File: src/rtl/bsg_chip_link_loopback_bist.sv
`timescale 1ns/1ps
`default_nettype none
// ============================================================================
// Module      : bsg_chip_link_loopback_bist
// Description : Per-channel link loopback / BIST block. Each of the
//               num_channels_p ready/valid channels is selected as off,
//               two-entry buffered loopback, or counting-pattern
//               generator/checker with saturating pass/error counters.
// Revision    : 1.0 - initial release
// ============================================================================
module bsg_chip_link_loopback_bist #(
    parameter int width_p        = 64,
    parameter int num_channels_p = 4,
    parameter int cnt_width_p    = 16
) (
    input  logic                                       clk_i,
    input  logic                                       reset_i,
    input  logic [num_channels_p-1:0][1:0]             mode_i,
    input  logic [num_channels_p-1:0]                  clear_i,
    input  logic [num_channels_p-1:0]                  in_v_i,
    input  logic [num_channels_p-1:0][width_p-1:0]     in_data_i,
    output logic [num_channels_p-1:0]                  in_ready_o,
    output logic [num_channels_p-1:0]                  out_v_o,
    output logic [num_channels_p-1:0][width_p-1:0]     out_data_o,
    input  logic [num_channels_p-1:0]                  out_ready_i,
    output logic [num_channels_p-1:0][cnt_width_p-1:0] err_cnt_o,
    output logic [num_channels_p-1:0][cnt_width_p-1:0] pass_cnt_o,
    output logic [num_channels_p-1:0]                  err_o
);

    localparam logic [1:0]             C_MODE_LOOP = 2'b01;
    localparam logic [1:0]             C_MODE_BIST = 2'b10;
    localparam logic [width_p-1:0]     C_ONE_W     = width_p'(1);
    localparam logic [cnt_width_p-1:0] C_ONE_C     = cnt_width_p'(1);
    localparam logic [cnt_width_p-1:0] C_CNT_MAX   = '1;

    for (genvar c = 0; c < num_channels_p; c++) begin : g_ch
        logic [1:0]             mode_q;
        logic                   rd_ptr_q, rd_ptr_d;
        logic                   wr_ptr_q, wr_ptr_d;
        logic [1:0]             occ_q, occ_d;
        logic [width_p-1:0]     mem_q [2];
        logic [width_p-1:0]     gen_q, gen_d;
        logic [width_p-1:0]     chk_q, chk_d;
        logic [cnt_width_p-1:0] err_cnt_q, err_cnt_d;
        logic [cnt_width_p-1:0] pass_cnt_q, pass_cnt_d;
        logic                   err_q, err_d;
        logic                   mode_chg, is_loop, is_bist;
        logic                   ready, valid, in_hs, out_hs;
        logic [width_p-1:0]     data;

        // A pending mode change blocks both handshakes for this cycle so the
        // flush below never races with an accepted or delivered word.
        assign mode_chg = (mode_i[c] != mode_q);
        assign is_loop  = (mode_q == C_MODE_LOOP);
        assign is_bist  = (mode_q == C_MODE_BIST);

        // Link-side handshake signals and data, all decoded from the registered mode.
        always_comb begin
            ready = 1'b0;
            valid = 1'b0;
            data  = '0;
            if (is_loop) begin
                data = mem_q[rd_ptr_q];
                if (!mode_chg) begin
                    ready = (occ_q != 2'd2);
                    valid = (occ_q != 2'd0);
                end
            end else if (is_bist) begin
                data = gen_q;
                if (!mode_chg) begin
                    ready = 1'b1;
                    valid = 1'b1;
                end
            end
        end

        assign in_hs  = in_v_i[c] & ready;
        assign out_hs = valid & out_ready_i[c];

        // Next state for the FIFO pointers and pattern counters.
        always_comb begin
            rd_ptr_d = rd_ptr_q;
            wr_ptr_d = wr_ptr_q;
            occ_d    = occ_q;
            gen_d    = gen_q;
            chk_d    = chk_q;
            if (mode_chg) begin
                rd_ptr_d = 1'b0;
                wr_ptr_d = 1'b0;
                occ_d    = 2'd0;
                gen_d    = '0;
                chk_d    = '0;
            end else if (is_loop) begin
                if (in_hs)  wr_ptr_d = ~wr_ptr_q;
                if (out_hs) rd_ptr_d = ~rd_ptr_q;
                case ({in_hs, out_hs})
                    2'b10:   occ_d = occ_q + 2'd1;
                    2'b01:   occ_d = occ_q - 2'd1;
                    default: occ_d = occ_q;
                endcase
            end else if (is_bist) begin
                if (out_hs) gen_d = gen_q + C_ONE_W;
                if (in_hs)  chk_d = chk_q + C_ONE_W;
            end
        end

        // Next state for the saturating bring-up counters; clear beats a same-cycle event.
        always_comb begin
            err_cnt_d  = err_cnt_q;
            pass_cnt_d = pass_cnt_q;
            err_d      = err_q;
            if (clear_i[c]) begin
                err_cnt_d  = '0;
                pass_cnt_d = '0;
                err_d      = 1'b0;
            end else if (is_bist && in_hs) begin
                if (in_data_i[c] == chk_q) begin
                    if (pass_cnt_q != C_CNT_MAX) pass_cnt_d = pass_cnt_q + C_ONE_C;
                end else begin
                    err_d = 1'b1;
                    if (err_cnt_q != C_CNT_MAX) err_cnt_d = err_cnt_q + C_ONE_C;
                end
            end
        end

        // State registers, including the two FIFO storage words.
        always_ff @(posedge clk_i or posedge reset_i) begin
            if (reset_i) begin
                mode_q     <= 2'b00;
                rd_ptr_q   <= 1'b0;
                wr_ptr_q   <= 1'b0;
                occ_q      <= 2'd0;
                mem_q[0]   <= '0;
                mem_q[1]   <= '0;
                gen_q      <= '0;
                chk_q      <= '0;
                err_cnt_q  <= '0;
                pass_cnt_q <= '0;
                err_q      <= 1'b0;
            end else begin
                mode_q     <= mode_i[c];
                rd_ptr_q   <= rd_ptr_d;
                wr_ptr_q   <= wr_ptr_d;
                occ_q      <= occ_d;
                gen_q      <= gen_d;
                chk_q      <= chk_d;
                err_cnt_q  <= err_cnt_d;
                pass_cnt_q <= pass_cnt_d;
                err_q      <= err_d;
                if (is_loop && in_hs) mem_q[wr_ptr_q] <= in_data_i[c];
            end
        end

        assign in_ready_o[c] = ready;
        assign out_v_o[c]    = valid;
        assign out_data_o[c] = data;
        assign err_cnt_o[c]  = err_cnt_q;
        assign pass_cnt_o[c] = pass_cnt_q;
        assign err_o[c]      = err_q;
    end

endmodule
`default_nettype wire

File: config.mk
export PLATFORM = sky130hd
export DESIGN_NAME = bsg_chip_link_loopback_bist
export DESIGN_NICKNAME = d
export VERILOG_FILES = /design/src/rtl/bsg_chip_link_loopback_bist.sv
export SDC_FILE = /design/constraint.sdc
export NUM_CORES = 2
export LEC_CHECK = 0
export ABC_CLOCK_PERIOD_IN_PS = 71600
export CELL_PAD_IN_SITES_DETAIL_PLACEMENT = 1
export CELL_PAD_IN_SITES_GLOBAL_PLACEMENT = 2
export CORE_ASPECT_RATIO = 0.9
export CORE_UTILIZATION = 40
export CTS_BUF_LIST = sky130_fd_sc_hd__clkbuf_8 sky130_fd_sc_hd__clkbuf_16
export CTS_CLUSTER_SIZE = 24
export DETAILED_ROUTE_END_ITERATION = 8
export GPL_TIMING_DRIVEN = 0
export HOLD_SLACK_MARGIN = 0.08
export PLACE_DENSITY_LB_ADDON = 0.1
export SLEW_MARGIN = 20
export SYNTH_ARGS = -nofsm -noshare
export SYNTH_HDL_FRONTEND = slang
export SYNTH_SLANG_ARGS = --single-unit
export TNS_END_PERCENT = 30
File: constraint.sdc
create_clock -name clk_i -period 71.6 [get_ports clk_i]
set_clock_uncertainty 0.1 [all_clocks]
set_input_delay 14.32 -clock clk_i [delete_from_list [all_inputs] [get_ports clk_i]]
set_output_delay 14.32 -clock clk_i [all_outputs]
set_load 0.005 [all_outputs]
==> impl_metrics.json <==
{
  "grt_pass1_wl_microns": 329000,
  "clkTransAtPathRegs_ps": 50,
  "syn_area_sq_mm": 0.0604,
  "final_area_sq_mm": 0.0749,
  "synthCells": 5911,
  "max_slew_margin_pct": 22.9,
  "worstPathMaxFanout": 10,
  "yosysSeqAreaShare_pct": 48.9,
  "grt_pass1_vias": 50700,
  "root_buffer": "clkbuf_16",
  "cts_tree": "done",
  "rsz0062_at_grt": "false",
  "yosys_warnings": 0,
  "fillers": 16300,
  "period_minus_slack_ps": 31400,
  "drv_cap": 0,
  "first_pass_iters": 5,
  "synth_top_area_share_pct": 48.9,
  "wl_per_cell_microns": 24.8,
  "synth_cell_types": 63,
  "start_util_pct": 40.5,
  "ys_ff_latch": 1180,
  "final_cell_mix": "dfrtp_1, clkdlybuf4s50_1, nor2_1",
  "cts_max_level": 4,
  "grt_max_degree": 102,
  "ant_nets": 0,
  "multi_input_area_sq_mm": 0.0296,
  "seqCellArea_sq_mm": 0.0295,
  "drc_errors": 0,
  "dpl.hpwl_microns": 168000,
  "layout_commonest_cell": "dfrtp_1",
  "die_w_microns": 412,
  "die_h_microns": 371,
  "synth_area_leaders": "dfrtp_1, mux2_2, xnor2_1",
  "synth_area_per_cell_sq_um": 10.2,
  "cts_hold_buf": 0,
  "powerDensity_mw_per_mm2": 22.0,
  "wirelength_microns": 219000,
  "synth_nets": 6205,
  "layout-drive-gt1-share_pct": 12.1,
  "critPathArrivalTime_ps": 16980,
  "placed_area_sq_mm": 0.0701,
  "synth_enable_flop_cells": 0,
  "cts_buffers": 139,
  "final.setup.tns_ps": 0,
  "postSynth.asyncResetShare_pct": 100,
  "clk_latency_ps": 780,
  "cts_sinks": 1180,
  "io_buffers": 672,
  "grt_overflow": 0,
  "fin_cells": 8842,
  "leakagePower_nw": 29.7,
  "fin_nets": 7036,
  "via_per_inst": 5.50,
  "path_class": "input pin to output pin",
  "required_ps": 57180,
  "worstHoldPathType": "flop to flop",
  "fmax_mhz": 31.9,
  "worst_pin_slew_ps": 1150,
  "max-vdd-ir-drop_mv": 0.0239,
  "drt-initial-drc-count": 3131,
  "routabilityCongestion": 0.889,
  "setup_violations": 0,
  "cts_setup_buffers": 0,
  "cts_buffer_depth": 3,
  "yosysTopAreaCell": "dfrtp_1",
  "dr_total_vias": 48600,
  "fin_util_pct": 50.3,
  "area_delta_synth_final_pct": 24.0,
  "grtUsageTotal_pct": 28.6,
  "fp-row-count": 134,
  "end_kind": "output pin",
  "grt_antenna_before_repair": 36,
  "setup.worst_path.start_class": "input pin",
  "ys.flop_type": "dfrtp_1",
  "status": "completed",
  "hold_viol": 0,
  "report.final.slew_viol_count": 0,
  "dieArea_sq_mm": 0.153,
  "io_pins": 674,
  "core-area_sq_mm": 0.149,
  "ctsResizeCount": 0,
  "min_period_over_period_pct": 43.9,
  "hold_ws_ps": 402,
  "dp_cells": 8573
}
==> worst max-delay path, stage by stage <==
cell and delay [ps]:
clkdlybuf4s50_1 650, xor2_2 260, a21o_1 270, clkbuf_1 610, nor2_1 150, buf_4 170, clkdlybuf4s50_1 530
==> sequential cells by signal, summed over array words and instances (netlist names) <==
| name | cells |
|---|---|
| g_ch.chk_q | 256 |
| g_ch.err_cnt_q | 64 |
| g_ch.err_q | 4 |
| g_ch.gen_q | 256 |
| g_ch.mem_q | 512 |
| g_ch.mode_q | 8 |
| g_ch.occ_q | 8 |
| g_ch.pass_cnt_q | 64 |
| g_ch.rd_ptr_q | 4 |
| g_ch.wr_ptr_q | 4 |
==> layout make-up <==
class	instances	area share [%]
Clock inverter	70	0.877
Sequential cell	1180	39.4
Antenna cell	20	0.0668
Clock buffer	179	5.53
Multi-Input combinational cell	4385	39.5
Buffer	295	1.55
Timing Repair Buffer	690	9.54
Tap cell	1972	3.29
Inverter	51	0.265
==> logic make-up (layout without fill, tap and decap cells) <==
family	count (synthesis)	in the layout	synth area share [%]
AO/OA/AOI/OAI	569	569	5.06
XOR/XNOR	761	761	11.0
adder cells (fa/ha/maj)	16	16	0.331
buffers and inverters	346	1285	2.24
flip-flops	1180	1180	48.9
multiplexers	790	790	14.2
other	0	20	0
AND/OR/NAND/NOR	2249	2249	18.3
==> through the flow <==
stage	setup WS, ps	power [W]
detailed placement	40210	0.000910
finish	40200	0.00165
CTS	40200	0.00166
floorplan	23940	0.000815
global placement	8210	0.000905
global route	40050	0.00170
==> final timing paths <==
check                                  startpoint              endpoint  slack [ps]  cells after the start
worst max-delay path                    mode_i[3]         in_ready_o[1]       40200                      7
worst min-delay path            g_ch[3].mem_q[90]     g_ch[3].mem_q[90]         400                      1
worst max register to register  g_ch[2].chk_q[13]  g_ch[2].err_cnt_q[3]       67480                      9
min in group asynchronous                 reset_i     g_ch[3].chk_q[52]       13820                      2
worst min register to register  g_ch[3].mem_q[90]     g_ch[3].mem_q[90]         400                      1
max in group asynchronous                 reset_i     g_ch[0].gen_q[46]       55220                      6
==> cells in the mapped netlist (3+ instances only) <==
| master | number |
|---|---|
| a31o_2 | 8 |
| o31ai_1 | 26 |
| clkbuf_1 | 251 |
| nand2_1 | 525 |
| or3_1 | 98 |
| a41o_1 | 3 |
| a22o_1 | 6 |
| dfrtp_1 | 1180 |
| buf_2 | 3 |
| nor3b_1 | 7 |
| and2_1 | 41 |
| or2_2 | 21 |
| buf_4 | 12 |
| nor3_1 | 86 |
| inv_1 | 51 |
| a21o_1 | 7 |
| nor2b_1 | 35 |
| or4_1 | 30 |
| mux2i_1 | 264 |
| xnor2_1 | 429 |
| nand3_1 | 255 |
| and3b_1 | 3 |
| and3_1 | 98 |
| buf_1 | 28 |
| nor4bb_1 | 3 |
| nor2_1 | 650 |
| and4b_1 | 3 |
| o21ai_0 | 362 |
| nor4_2 | 3 |
| nor4b_1 | 6 |
| nor4_1 | 55 |
| nand4_1 | 244 |
| and4_1 | 56 |
| a21oi_1 | 139 |
| nand3b_1 | 10 |
| ha_1 | 16 |
| mux2_2 | 526 |
| nand2b_1 | 9 |
| xor2_1 | 331 |
==> per-layer routing <==
layer	vias up	share of wire (%)	track usage (%)
met1	25000	46	39.5
met2	992	45	43.8
met4	26	3.1	9.82
li1	22300	-	-
met5	-	0.081	0
met3	339	5.9	6.61
==> power by group <==
part           internal, W  total [W]  switching (W)
clock network     0.000449   0.000748       0.000299
registers         0.000703   0.000721      0.0000182
logic            0.0000808   0.000177      0.0000965
total              0.00123    0.00165       0.000414
(Power assumes the default switching activity.)
